<file path="src/rtl/qdrc_cal_pkg.sv">
// Shared state encoding, status widths and elaboration helpers for the QDR PHY calibration sequencer.
package qdrc_cal_pkg;

   localparam int FAIL_STAGE_W = 3;
   localparam int RETRY_W      = 4;

   localparam logic [1:0] ST_DLL_WAIT = 2'd0;
   localparam logic [1:0] ST_START    = 2'd1;
   localparam logic [1:0] ST_RUN      = 2'd2;
   localparam logic [1:0] ST_DONE     = 2'd3;

   typedef enum logic [1:0] {
      DLL_WAIT = ST_DLL_WAIT,
      START    = ST_START,
      RUN      = ST_RUN,
      DONE     = ST_DONE
   } cal_state_t;

   function automatic int clog2(input int value);
      int res;
      int v;
      res = 0;
      v   = value - 1;
      while (v > 0) begin
         res = res + 1;
         v   = v >> 1;
      end
      return res;
   endfunction

endpackage

</file>
<file path="src/rtl/qdrc_cal_wait_timer.sv">
// Saturating up-counter: holds at LIMIT, synchronous clear wins over count enable.
// Exposes one bit tap of the running count and an expired flag at LIMIT.
module qdrc_cal_wait_timer #(
   parameter int               WIDTH   = 8,
   parameter int               TAP_BIT = 0,
   parameter logic [WIDTH-1:0] LIMIT   = '1
) (
   input  logic clk,
   input  logic reset,
   input  logic clear,
   input  logic en,
   output logic tap,
   output logic expired
);

   logic [WIDTH-1:0] count;

   assign tap     = count[TAP_BIT];
   assign expired = (count == LIMIT);

   always_ff @(posedge clk) begin
      if (reset) begin
         count <= '0;
      end else if (clear) begin
         count <= '0;
      end else if (en && !expired) begin
         count <= count + WIDTH'(1);
      end
   end

endmodule

</file>
<file path="src/rtl/qdrc_phy_cal_seq.sv">
// Calibration sequencer: DLL hold-off wait, then ordered stage start/done chain with bounded retries.
// Optional per-stage timeout is built in when QDRC_CAL_TIMEOUT_EN is defined.
module qdrc_phy_cal_seq
   import qdrc_cal_pkg::*;
#(
   parameter int NUM_STAGES   = 2,
   parameter int DLL_ON_BIT   = 17,
   parameter int WAIT_BIT     = 18,
   parameter int MAX_RETRIES  = 2,
   parameter int TIMEOUT_BITS = 20
) (
   input  logic                    clk,
   input  logic                    reset,
   input  logic                    recal_req,
   output logic [NUM_STAGES-1:0]   stage_start,
   input  logic [NUM_STAGES-1:0]   stage_done,
   input  logic [NUM_STAGES-1:0]   stage_fail,
   output logic                    qdr_dll_off_n,
   output logic                    phy_rdy,
   output logic                    cal_fail,
   output logic                    cal_busy,
   output logic [FAIL_STAGE_W-1:0] fail_stage,
   output logic [RETRY_W-1:0]      retry_count
);

   localparam int               IDX_W    = (NUM_STAGES > 1) ? clog2(NUM_STAGES) : 1;
   localparam logic [IDX_W-1:0] LAST_IDX = IDX_W'(NUM_STAGES - 1);

   cal_state_t       state;
   logic [IDX_W-1:0] idx;
   logic             dll_on;
   logic             dll_wait_over;
   logic             stage_hit;
   logic             stage_bad;

   qdrc_cal_wait_timer #(
      .WIDTH   (WAIT_BIT + 1),
      .TAP_BIT (DLL_ON_BIT),
      .LIMIT   ({1'b1, {WAIT_BIT{1'b0}}})
   ) u_dll_timer (
      .clk     (clk),
      .reset   (reset),
      .clear   (1'b0),
      .en      (state == DLL_WAIT),
      .tap     (dll_on),
      .expired (dll_wait_over)
   );

`ifdef QDRC_CAL_TIMEOUT_EN
   logic tmo_tap;
   logic tmo_expired;
   logic timeout;

   qdrc_cal_wait_timer #(
      .WIDTH   (TIMEOUT_BITS),
      .TAP_BIT (TIMEOUT_BITS - 1),
      .LIMIT   ({TIMEOUT_BITS{1'b1}})
   ) u_tmo_timer (
      .clk     (clk),
      .reset   (reset),
      .clear   (state == START),
      .en      (state == RUN),
      .tap     (tmo_tap),
      .expired (tmo_expired)
   );

   // An all-ones count always has its MSB set; both terms describe the same limit.
   assign timeout   = tmo_expired && tmo_tap;
   // A real done in the timeout cycle decides the outcome on its own.
   assign stage_hit = stage_done[idx] || timeout;
   assign stage_bad = stage_done[idx] ? stage_fail[idx] : timeout;
`else
   assign stage_hit = stage_done[idx];
   assign stage_bad = stage_fail[idx];
`endif

   always_ff @(posedge clk) begin
      if (reset) begin
         state         <= DLL_WAIT;
         idx           <= '0;
         stage_start   <= '0;
         qdr_dll_off_n <= 1'b0;
         phy_rdy       <= 1'b0;
         cal_fail      <= 1'b0;
         cal_busy      <= 1'b0;
         fail_stage    <= '0;
         retry_count   <= '0;
      end else begin
         stage_start <= '0;
         if (dll_on) begin
            qdr_dll_off_n <= 1'b1;
         end
         unique case (state)
            DLL_WAIT: begin
               if (dll_wait_over) begin
                  state          <= START;
                  idx            <= '0;
                  stage_start[0] <= 1'b1;
                  cal_busy       <= 1'b1;
               end
            end
            START: begin
               state <= RUN;
            end
            RUN: begin
               if (stage_hit) begin
                  if (!stage_bad) begin
                     if (idx == LAST_IDX) begin
                        state    <= DONE;
                        cal_busy <= 1'b0;
                        phy_rdy  <= 1'b1;
                     end else begin
                        state                      <= START;
                        idx                        <= idx + IDX_W'(1);
                        stage_start[idx + IDX_W'(1)] <= 1'b1;
                     end
                  end else begin
                     fail_stage <= FAIL_STAGE_W'(idx);
                     // Later stages depend on earlier ones, so a retry reruns the whole chain.
                     if (retry_count < RETRY_W'(MAX_RETRIES)) begin
                        state          <= START;
                        retry_count    <= retry_count + RETRY_W'(1);
                        idx            <= '0;
                        stage_start[0] <= 1'b1;
                     end else begin
                        state    <= DONE;
                        cal_fail <= 1'b1;
                        cal_busy <= 1'b0;
                        phy_rdy  <= 1'b1;
                     end
                  end
               end
            end
            DONE: begin
               if (recal_req) begin
                  state          <= START;
                  idx            <= '0;
                  stage_start[0] <= 1'b1;
                  cal_fail       <= 1'b0;
                  retry_count    <= '0;
                  fail_stage     <= '0;
                  phy_rdy        <= 1'b0;
                  cal_busy       <= 1'b1;
               end
            end
            default: begin
               state <= DLL_WAIT;
            end
         endcase
      end
   end

endmodule
</file>
<file path="config.mk">
export PLATFORM = sky130hd
export DESIGN_NAME = qdrc_phy_cal_seq
export DESIGN_NICKNAME = d
export VERILOG_FILES = /design/src/rtl/qdrc_cal_pkg.sv /design/src/rtl/qdrc_cal_wait_timer.sv /design/src/rtl/qdrc_phy_cal_seq.sv
export SDC_FILE = /design/constraint.sdc
export NUM_CORES = 1
export LEC_CHECK = 0
export BUFFER_PORTS_ARGS = -buffer_cell sky130_fd_sc_hd__buf_2
export CAP_MARGIN = 20
export CORE_ASPECT_RATIO = 2
export CORE_MARGIN = 8
export CORE_UTILIZATION = 55
export DETAILED_ROUTE_END_ITERATION = 8
export MAX_ROUTING_LAYER = met4
export PLACE_DENSITY = 0.77
export SYNTH_ARGS = -nofsm -noshare
export SYNTH_HDL_FRONTEND = slang
export SYNTH_HIERARCHICAL = 1
export SYNTH_SLANG_ARGS = --single-unit
export TNS_END_PERCENT = 1
</file>
<file path="constraint.sdc">
create_clock -name clk -period 3 [get_ports clk]
set_clock_uncertainty 0.05 [all_clocks]
set_input_delay 0.15 -clock clk [delete_from_list [all_inputs] [get_ports clk]]
set_output_delay 0.15 -clock clk [all_outputs]
set_load 0.1 [all_outputs]
</file>
======== Word level (Yosys, flattened, before mapping) ========
Index checks and enable logic that the tools add are counted.
cells by class
  equality and inequality tests ........... 13
  $lt $le $gt $ge ......................... 4
  reduce and logical (&&, ||, !) cells .... 14
  bitwise logic cells ..................... 2
  $add $sub $neg .......................... 3
  mux-type cells .......................... 51
operator list
  kind                                                                   number
  1-bit 2-to-1 mux                                                       28
  5-bit AND reduction                                                    4
  19-bit by 1-bit adder with 19-bit output (second input constant)       1
  19-bit == test (second input constant)                                 1
  4-bit 2-to-1 mux                                                       4
  2-bit 2-to-1 mux                                                       7
  2-bit != test (second input constant)                                  6
  3-bit 2-to-1 mux                                                       3
  3-bit != test (second input constant)                                  3
  1-bit case mux with 3 select lines                                     3
  2-bit case mux with 4 select lines                                     1
  4-bit case mux with 2 select lines                                     1
  3-bit case mux with 2 select lines                                     1
  6-bit AND reduction                                                    1
  5-bit OR reduction                                                     1
  4-bit by 1-bit adder with 4-bit output (second input constant)         1
  2-bit == test (second input constant)                                  2
  1-bit by 2-bit < comparator with 1-bit output (second input constant)  2
  4-bit by 2-bit < comparator with 1-bit output (second input constant)  1
  1-bit case mux with 2 select lines                                     2
  4-bit AND reduction                                                    1
  3-bit AND reduction                                                    1
  3-bit nonzero test                                                     1
  2-bit by 1-bit == test with 1-bit output (second input constant)       1
  8 further kinds                                                        10
word-level totals
  bits in registers ....................... 35
  output and inout port bits .............. 13
  logic and storage cells ................. 98

======== Depth between registers and ports, before layout ========
Gate-level depths: netlist of run 1.
  depth after elaboration ................. 9
  depth in mapped cells ................... 8
  depth with buffers taken out ............ 8

======== Cells and area by module ========
Netlist of run 1, hierarchy kept.
by module, submodules not included
  module               area an instance (um2)  cells an instance  seq. area each (um2)  times used
  qdrc_cal_wait_timer  992.2                   121                380.4                 1
  qdrc_phy_cal_seq     809.5                   89                 280.3                 1

======== Least setup slack after synthesis of run 1 ========
Ideal clock, no wire load.
  kind .................................... flip-flop to flip-flop
  start point ............................. register u_dll_timer.count[7]
  end point ............................... register state[1]
  period minus slack after synthesis ...... 2.085 ns
  slack ................................... 0.915 ns
  path buffers ............................ 0
  cell stages (with the launch flop) ...... 8
  setup time .............................. 0.071 ns
  required time ........................... 2.879 ns
  arrival ................................. 1.965 ns
  cells stage by stage .................... dfxtp_1 > nor4b_1 > nand2_1 > and4b_1 > inv_1 > a221oi_1 > o211ai_1 > a21oi_1
on the way
  cells in the longest elaborated chain, start to end .. 3
ends and longest elaborated chain
  item                                  RTL line                   source
  from (decl)                           qdrc_cal_wait_timer.sv:16  logic [WIDTH-1:0] count;
  from (signal assigned)                qdrc_cal_wait_timer.sv:27  count <= count + WIDTH'(1);
  19-bit == test                        qdrc_cal_wait_timer.sv:19  assign expired = (count == LIMIT);
  via dll_wait_over                     qdrc_phy_cal_seq.sv:32     logic dll_wait_over;
  2-bit != test (no source line)        -
  3-bit AND reduction (no source line)  -
  to (signal assigned)                  qdrc_phy_cal_seq.sv:79     state <= DLL_WAIT;
  to (signal assigned)                  qdrc_phy_cal_seq.sv:96     state <= START;
  to (signal assigned)                  qdrc_phy_cal_seq.sv:103    state <= RUN;
  to (decl)                             qdrc_phy_cal_seq.sv:29     cal_state_t state;
The timed path passes the listed nets, and every way through them passes these cells.
A chain may end at the register's enable or synchronous reset.

======== Worst setup path after layout of run 1 ========
Ends and elaborated chain as after synthesis.

==> flow_summary.toml, run 1 <==
[global_route]
grt_pass1_vias = 1521
grt_pass1_wl_um = 6870
antenna_found_initial = 0
grt_max_degree = 19
track_usage_pct = 15.8
gr-total-overflow = 0

[clock_network]
post_cts_resized = 0
cts.path.max_buffers = 2
numCtsBuffers = 5
clk_pin_slew_worst_paths_ns = 0.07
postCtsSetupBuffers = 0
clock_sinks = 33
clkLatencyLatePin_ns = 0.29
cts_htree_levels = 2
cts_tree = "built"
cts_root_buf = "clkbuf_8"
cts_hold_buffers = 0

[placed_design]
port_buffers = 17
hpwl_um = 3140
gp_congestion = 0.852
placed_cells = 254

[synthesis]
seq_area_frac_synth_pct = 36.7
synthMostInstantiatedCell = "dfxtp_1"
synthCells = 210
synth_seq_cells = 33
ys_async_sr_fraction_pct = 0
syn_area_um2 = 1800
synth_edf_count = 0
synthDominantCellAreaShare_pct = 36.7
synthTopCellsByCount = "dfxtp_1 (33), nor2_1 (18), a21oi_1 (14)"
synth_flop_cell = "dfxtp_1"
ys_types = 52
postSynthAreaPerCell_um2 = 8.58
yosysWarnings = 6
synth_largest_area_cell = "dfxtp_1"
synth.area.top_cells = "dfxtp_1 (37%), ha_1 (5.6%), a21oi_1 (3.9%)"

[worst_setup_path]
cp.required_ns = 3.16
endpoint_kind = "flip-flop"
cp_max_fo = 7
r2r_setup_slack_ns = 0.48
slowest_stage = "a221oi_1"
rr_startpoint = "u_dll_timer/count[7]"
critPathKind = "reg2reg"
arrival_ns = 2.68
start_kind = "flip-flop"
cp_slowest_stage_delay_ns = 0.56
crit_chain = "nor4b_1 > nand2_1 > and4b_1 > inv_1 > a221oi_1 > o211ai_1 > a21oi_1"
worst-r2r-cell-count = 7
r2r_end = "state[1]"

[power_and_ir_drop]
pwr_density_cell_nw_per_um2 = 449
power_uw = 890
leakage_nw = 0.734
peakVddDrop_mv = 0.430

[layout]
utilization_pct = 62.8
diodes = 0
drive_gt1_share_pct = 15.6
nNetsFinal = 245
areaGrowthSynthToFinish_pct = 10.0
nFillCells = 308
fin_cells = 262

[timing]
min_period_over_period_pct = 84.0
setup_tns_ns = 0
relSlewSlack_pct = 59.2
hold_viol = 0
fin_crit_ns = 2.52
max_freq_ghz = 0.397
fin_hold_ws_ns = 0.105
worstMarginPinSlew_ns = 0.612
rsz0062_at_grt = "false"
slew_violations = 0
setup_viol = 0

[route]
wl_um = 4090
drtAntennaViolNets = 0
wl_per_cell_um = 15.6
viasPerCell = 6.22
drc_errors = 0
routed-via-count = 1629
first_pass_iters = 4
drt_iter0_markers = 61

[outcome]
outcome = "finished, final reports clean"

[floorplan]
die_area_um2 = 5470
fp.dieH_um = 96.9
fp.coreArea_um2 = 3160
io_pins = 20
rows = 29
initial_core_util_pct = 57.1
die_w_um = 56.5

[worst_hold_path]
hold_class = "in2reg"
hold_depth = 3
hold_path_startpoint = "stage_done[0]"
holdPathEnd = "stage_start[1]"

[run]
max_cap_viol_count = 0
==> flip-flops by register name, summed over array words and instances (netlist names) <==
signal,count
idx,1
qdr_dll_off_n,1
u_dll_timer/count,19
cal_busy,1
fail_stage,1
stage_start,2
retry_count,4
phy_rdy,1
cal_fail,1
state,2
==> per-stage QoR <==
| step | area [um^2] | setup slack [ns] |
|---|---|---|
| 6_report | 1980 | 0.481 |
| 5_1_grt | 1980 | 0.333 |
| 4_1_cts | 1980 | 0.479 |
| 3_5_place_dp | 1900 | 0.515 |
| 3_3_place_gp | 1900 | 0.664 |
| 2_1_floorplan | 1820 | 0.915 |
==> logic make-up (layout without fill, tap and decap cells) <==
logic type,Yosys count,count (layout),share of synthesized area [%]
AOI/OAI and AO/OA,48,48,17.8
xor gates and xnor gates,9,9,4.38
adders and majority gates,8,8,5.56
buffers and inverters,20,37,5.42
DFF,33,33,36.7
muxes,4,4,2.50
other,1,5,0.208
and+or+nand+nor,87,87,27.4
==> how the worst max path moves through the flow <==
stage | start | end | cells past startpoint
global route | u_dll_timer/count[7] | state[1] | 7
floorplan | u_dll_timer/count[7] | state[1] | 7
finish | u_dll_timer/count[7] | state[1] | 7
global placement | u_dll_timer/count[7] | state[1] | 7
CTS | u_dll_timer/count[7] | state[1] | 7
detailed placement | u_dll_timer/count[7] | state[1] | 7
==> worst max-delay path: cells and delay by family (launching register included) <==
kind,cells,cell delay [ns]
flip-flops,1,0.36
AND/OR/NAND/NOR,3,1.05
AO/OA/AOI/OAI,3,0.91
buffers and inverters,1,0.07
==> layout make-up <==
class	count	area, um^2	area share (%)
Clock inverter	3	17.5	0.884
Multi-Input combinational cell	161	1060	53.4
Clock buffer	5	68.8	3.47
Inverter	10	37.5	1.89
Timing Repair Buffer	19	100	5.05
Tap cell	31	38.8	1.96
Sequential cell	33	661	33.3
==> layout by cell type (no fill, tap or decap), types with 8 or more instances in the layout <==
cell	n
nand4_1	10
inv_1	10
ha_1	8
nor3_1	9
a21oi_1	14
nor2_1	18
o21ai_0	8
buf_2	17
nand2_1	12
dfxtp_1	33
==> layer usage <==
| layer | track usage, % | vias to the layer above | routed length (um) |
|---|---|---|---|
| met5 | - | - | 0 |
| met4 | 11.0 | 0 | 166 |
| met3 | 3.80 | 11 | 96 |
| met2 | 28.5 | 33 | 2330 |
| met1 | 13.2 | 773 | 1510 |
| li1 | - | 812 | - |
==> where the power goes <==
part / internal, mW / switching (mW)
Sequential: 0.446 / 0.00999
Clock: 0.160 / 0.169
Combinational: 0.0298 / 0.0754
No activity file was read; power rests on OpenSTA's default activity.
==> inputs of run 2 (changes only) <==
--- a/config.mk
+++ b/config.mk
@@ -5,11 +5,12 @@
 export SDC_FILE = /design/constraint.sdc
 export NUM_CORES = 1
 export LEC_CHECK = 0
+export ABC_AREA = 1
 export BUFFER_PORTS_ARGS = -buffer_cell sky130_fd_sc_hd__buf_2
 export CAP_MARGIN = 20
 export CORE_ASPECT_RATIO = 2
 export CORE_MARGIN = 8
-export CORE_UTILIZATION = 55
+export CORE_UTILIZATION = 53
 export DETAILED_ROUTE_END_ITERATION = 8
 export MAX_ROUTING_LAYER = met4
 export PLACE_DENSITY = 0.77
==> constraint.sdc (replaced) <==
create_clock -name clk -period 2.1 [get_ports clk]
set_clock_uncertainty 0.05 [all_clocks]
set_input_delay 0.105 -clock clk [delete_from_list [all_inputs] [get_ports clk]]
set_output_delay 0.105 -clock clk [all_outputs]
set_load 0.1 [all_outputs]
==> run 2 against run 1 <==
Net effect:
- final cell count increased by 48%
- sequential share of layout area decreased by 4.1 points
- combinational power increased to 9.8 times the previous value
- power increased to 2.7 times the previous value
- critical path type unchanged
- critical endpoint is now u_dll_timer/count[10]
- largest cell class unchanged
- largest power group is now combinational cells
==> flow_summary.toml, run 2 <==
[outcome]
outcome = "finished, final reports clean"

[clock_network]
cts_tree = "built"
cts_root_buf = "clkbuf_8"
cts_htree_levels = 2
numCtsBuffers = 5
clkLatencyLatePin_ns = 0.29
clk_pin_slew_worst_paths_ns = 0.07
cts.path.max_buffers = 2
post_cts_resized = 0
cts_hold_buffers = 0
postCtsSetupBuffers = 0
clock_sinks = 33

[layout]
final_cell_mix = "nand2_1 (88), nor2_1 (56), inv_1 (35)"
reg_top3 = "u_dll_timer/count (19), retry_count (4)"
nNetsFinal = 351
diodes = 0
final_common_cell = "nand2_1"
largest_reg_flops = 19
drive_gt1_share_pct = 13.4
top_register = "u_dll_timer/count"
areaGrowthSynthToFinish_pct = 11.7

[power_and_ir_drop]
leakage_nw = 0.996
pwr_density_cell_nw_per_um2 = 1060
peakVddDrop_mv = 0.826

[route]
viasPerCell = 4.98
first_pass_iters = 4
wl_um = 4660
drt_iter0_markers = 91
drtAntennaViolNets = 0
drc_errors = 0
wl_per_cell_um = 12.0
routed-via-count = 1934

[synthesis]
synth_seq_cells = 33
yosysWarnings = 6
seq_area_frac_synth_pct = 32.6
synth_edf_count = 0
synthCells = 316
syn_area_um2 = 2020
postSynthAreaPerCell_um2 = 6.41
synth.area.top_cells = "dfxtp_1 (33%), nand2_1 (16%), nor2_1 (10%)"
synthMostInstantiatedCell = "nand2_1"
ys_types = 32
ys_async_sr_fraction_pct = 0
synth_flop_cell = "dfxtp_1"
synthTopCellsByCount = "nand2_1 (88), nor2_1 (56), inv_1 (35)"
synthDominantCellAreaShare_pct = 32.6
synth_largest_area_cell = "dfxtp_1"

[floorplan]
rows = 32
fp.dieH_um = 103
initial_core_util_pct = 53.8
fp.coreArea_um2 = 3760
die_area_um2 = 6170
die_w_um = 59.7
io_pins = 20

[worst_setup_path]
startpoint = "u_dll_timer/count[0]"
cp.required_ns = 2.26
arrival_ns = 1.88
rr_startpoint = "u_dll_timer/count[0]"
slowest_stage = "dfxtp_1"
start_kind = "flip-flop"
cp_slowest_stage_delay_ns = 0.38
cp_max_fo = 16
critPathKind = "reg2reg"
crit_top_cell = "inv_1"
crit_chain = "inv_1 > ha_1 > nand3_1 > inv_1 > nand3_2 > buf_4 > nand2_4 > inv_2 > nand2_1 > a21oi_1"
endpoint_kind = "flip-flop"

[run]
max_cap_viol_count = 0

[global_route]
grt_pass1_vias = 1883
grt_max_degree = 17
antenna_found_initial = 0
track_usage_pct = 16.9
gr-total-overflow = 0
grt_pass1_wl_um = 7840

[timing]
worstMarginPinSlew_ns = 0.579
max_freq_ghz = 0.580
setup_tns_ns = 0
hold_viol = 0
fin_crit_ns = 1.72
min_period_over_period_pct = 82.0
relSlewSlack_pct = 61.3
rsz0062_at_grt = "false"
slew_violations = 0
fin_hold_ws_ns = 0.0699
setup_viol = 0

[placed_design]
hpwl_um = 3560
gp_congestion = 0.945
port_buffers = 17

[worst_hold_path]
hold_class = "in2reg"
hold_path_startpoint = "reset"
==> run 2: layer usage <==
metal  vias to the layer above  track usage (%)  share of wire (%)
met5                         -                -                  0
met4                         0             8.33                2.4
met3                        11             3.84                5.3
met2                        48             28.4                 50
met1                       855             17.8                 42
li1                       1020                -                  -
==> run 2: cells by family (layout without fill, tap and decap cells) <==
family	count (synthesis)	after routing	synth area share (%)
buf+inv	46	65	9.58
other cells	1	3	0.185
simple gates	191	191	41.0
flops	33	33	32.6
fa+ha+maj	8	8	4.94
compound gates	29	29	8.16
xor+xnor	8	8	3.46
==> run 2: cell type report <==
cell class              count  area, um^2
flip-flops and latches     33         661
fillers                   375        1500
multi-input cells         239        1180
clock buffers               7        86.3
repair buffers             19         100
well taps                  51        63.8
clock inverters             1        30.0
inverters                  38         143
==> run 2: metrics by stage <==
step	setup slack (ns)	power [mW]	instances	cell area, um^2	util (%)
6_report	0.377	2.39	388	2260	60.1
5_1_grt	0.171	2.55	388	2260	60.1
4_1_cts	0.378	2.40	388	2260	60.1
3_5_place_dp	0.401	1.78	380	2140	57.0
3_3_place_gp	0.463	1.75	380	2140	57.0
2_1_floorplan	0.313	1.63	318	2030	-
==> run 2: worst paths after layout <==
| kind | endpoint | slack, ns | depth (start not counted) |
|---|---|---|---|
| worst max-delay path | u_dll_timer/count[10] | 0.38 | 10 |
| worst min-delay path | fail_stage[0] | 0.07 | 2 |
| worst max register to register | u_dll_timer/count[10] | 0.38 | 10 |
| worst min register to register | fail_stage[0] | 0.42 | 2 |
==> run 2: report_power, final <==
group / internal (mW) / switching (mW)
sequential: 0.690 / 0.0505
combinational: 0.256 / 0.777
clock: 0.387 / 0.225
total: 1.33 / 1.05
==> run 2: critical path: cells and delay by family (launching register included) <==
family / cells / cell delay [ns]
compound gates: 1 / 0.13
fa+ha+maj: 1 / 0.20
buf+inv: 4 / 0.51
flops: 1 / 0.38
simple gates: 4 / 0.36
==> inputs of run 3 (changes only) <==
--- a/config.mk
+++ b/config.mk
@@ -5,12 +5,12 @@
 export SDC_FILE = /design/constraint.sdc
 export NUM_CORES = 1
 export LEC_CHECK = 0
-export ABC_AREA = 1
+export ABC_AREA = 0
 export BUFFER_PORTS_ARGS = -buffer_cell sky130_fd_sc_hd__buf_2
 export CAP_MARGIN = 20
 export CORE_ASPECT_RATIO = 2
 export CORE_MARGIN = 8
-export CORE_UTILIZATION = 53
+export CORE_UTILIZATION = 55
 export DETAILED_ROUTE_END_ITERATION = 8
 export MAX_ROUTING_LAYER = met4
 export PLACE_DENSITY = 0.77
==> constraint.sdc (replaced) <==
create_clock -name clk -period 1.62 [get_ports clk]
set_clock_uncertainty 0.05 [all_clocks]
set_input_delay 0.081 -clock clk [delete_from_list [all_inputs] [get_ports clk]]
set_output_delay 0.081 -clock clk [all_outputs]
set_load 0.1 [all_outputs]
==> run 3 against run 2 <==
Net effect:
- the flow now finishes with violations (setup timing)
- global-route usage grew 3.1 points
- critical path type unchanged
- clock-buffer cell count is the same
- flip-flop and latch count is the same
- die area shrank 11%
- wire length grew 21%
==> flow_summary.toml, run 3 (synthesized netlist as in run 1, its figures left out) <==
[clock_network]
cts_root_buf = "clkbuf_8"
cts_htree_levels = 2
cts_tree = "built"
clkLatencyLatePin_ns = 0.29
cts_hold_buffers = 0
clk_pin_slew_worst_paths_ns = 0.07
numCtsBuffers = 5
clock_sinks = 33
cts.path.max_buffers = 2

[power_and_ir_drop]
leakage_nw = 1.11
pwr_density_cell_nw_per_um2 = 747
power_mw = 1.96
peakVddDrop_mv = 0.715

[run]
max_cap_viol_count = 0

[worst_setup_path]
slowest_stage = "dfxtp_2"
crit_chain = "nor4b_4 > nand2_1 > buf_4 > buf_4 > buf_6 > buf_6 > buf_6 > buf_6 > a41oi_2 > o211ai_1"
startpoint = "u_dll_timer/count[9]"
cp.required_ns = 1.73
worst-r2r-cell-count = 10
cp_slowest_stage_delay_ns = 0.34
critPathKind = "reg2reg"
endpoint_kind = "flip-flop"
r2r_end = "u_dll_timer/count[1]"
rr_startpoint = "u_dll_timer/count[9]"
r2r_setup_slack_ns = -0.32
worstSetupEndpoint = "u_dll_timer/count[1]"
cp_max_fo = 3
start_kind = "flip-flop"
crit_top_cell = "buf_6"
arrival_ns = 2.05

[floorplan]
io_pins = 20
fp.dieH_um = 96.9
rows = 29
die_area_um2 = 5470
die_w_um = 56.5
initial_core_util_pct = 57.1
fp.coreArea_um2 = 3160

[timing]
setup_tns_ns = -3.24
min_period_over_period_pct = 120
rsz0062_at_grt = "true"
hold_viol = 0
fin_crit_ns = 1.94
setup_viol = 20
fin_hold_ws_ns = 0.0340
slew_violations = 0
max_freq_ghz = 0.516
setup_slack_ns = -0.317

[worst_hold_path]
hold_class = "in2reg"
hold_depth = 3
hold_path_startpoint = "stage_done[0]"

[outcome]
outcome = "finished with violations"
violations = "setup timing"

[placed_design]
placed_cell_area_um2 = 2290
gp_congestion = 0.884
hpwl_um = 3690
placed_cells = 302
place_ws_ns = -0.277
port_buffers = 17

[global_route]
grt_pass1_vias = 1958
gr-total-overflow = 0
grt_max_degree = 19
track_usage_pct = 19.9
grt_pass1_wl_um = 8800
antenna_found_initial = 0

[route]
wl_um = 5620
first_pass_iters = 4
drt_iter0_markers = 81
drtAntennaViolNets = 0
viasPerCell = 6.21
drc_errors = 0
wl_per_cell_um = 17.7
routed-via-count = 1974

[layout]
drive_gt1_share_pct = 43.6
areaGrowthSynthToFinish_pct = 45.3
nNetsFinal = 301
fin_cells = 318
stdcell_area_um2 = 2620
reg_top3 = "u_dll_timer/count (19), retry_count (4)"
top_register = "u_dll_timer/count"
final_common_cell = "buf_4"
nFillCells = 189
diodes = 0
largest_reg_flops = 19
final_cell_mix = "buf_4 (52), dfxtp_1 (24), nor2_1 (18)"
utilization_pct = 83.0
run 3: routing by layer:
metal | up-vias | wire length (um) | track usage (%)
met2 | 74 | 3140 | 37.8
met1 | 932 | 1920 | 17.0
met4 | 0 | 403 | 11.5
met5 | - | 0 | -
met3 | 40 | 169 | 3.27
li1 | 928 | - | -
run 3: cell type report:
cell class	count	area, um^2	share of cell area, %
flip-flops and latches	33	672	25.7
clock buffers	7	86.3	3.30
repair buffers	75	543	20.7
well taps	31	38.8	1.48
inverters	10	37.5	1.43
clock inverters	1	30.0	1.15
multi-input cells	161	1210	46.2
run 3: worst min-delay path by stage:
stage                           endpoint
after detailed placement  stage_start[1]
after floorplan           retry_count[2]
after global routing      stage_start[1]
after global placement    stage_start[1]
after CTS                 stage_start[1]
final                     stage_start[1]
run 3: power breakdown:
part | switching [mW] | internal (mW) | total (mW)
clock | 0.307 | 0.502 | 0.809
sequential | 0.0127 | 0.828 | 0.841
combinational | 0.188 | 0.120 | 0.307
run 3: worst max-delay path, delay by kind of cell, from the launching register on:
family / cells / cell delay (ns)
buf+inv: 6 / 0.72
simple gates: 2 / 0.43
flops: 1 / 0.34
compound gates: 2 / 0.27
run 3: repair_timing:
| item | 4_1_cts | 5_1_grt |
|---|---|---|
| buffers inserted | 5 | 3 |
| gates resized for setup | 19 | 19 |
| pin swaps | 11 | 7 |
| endpoints found under the setup margin | 19 | 26 |
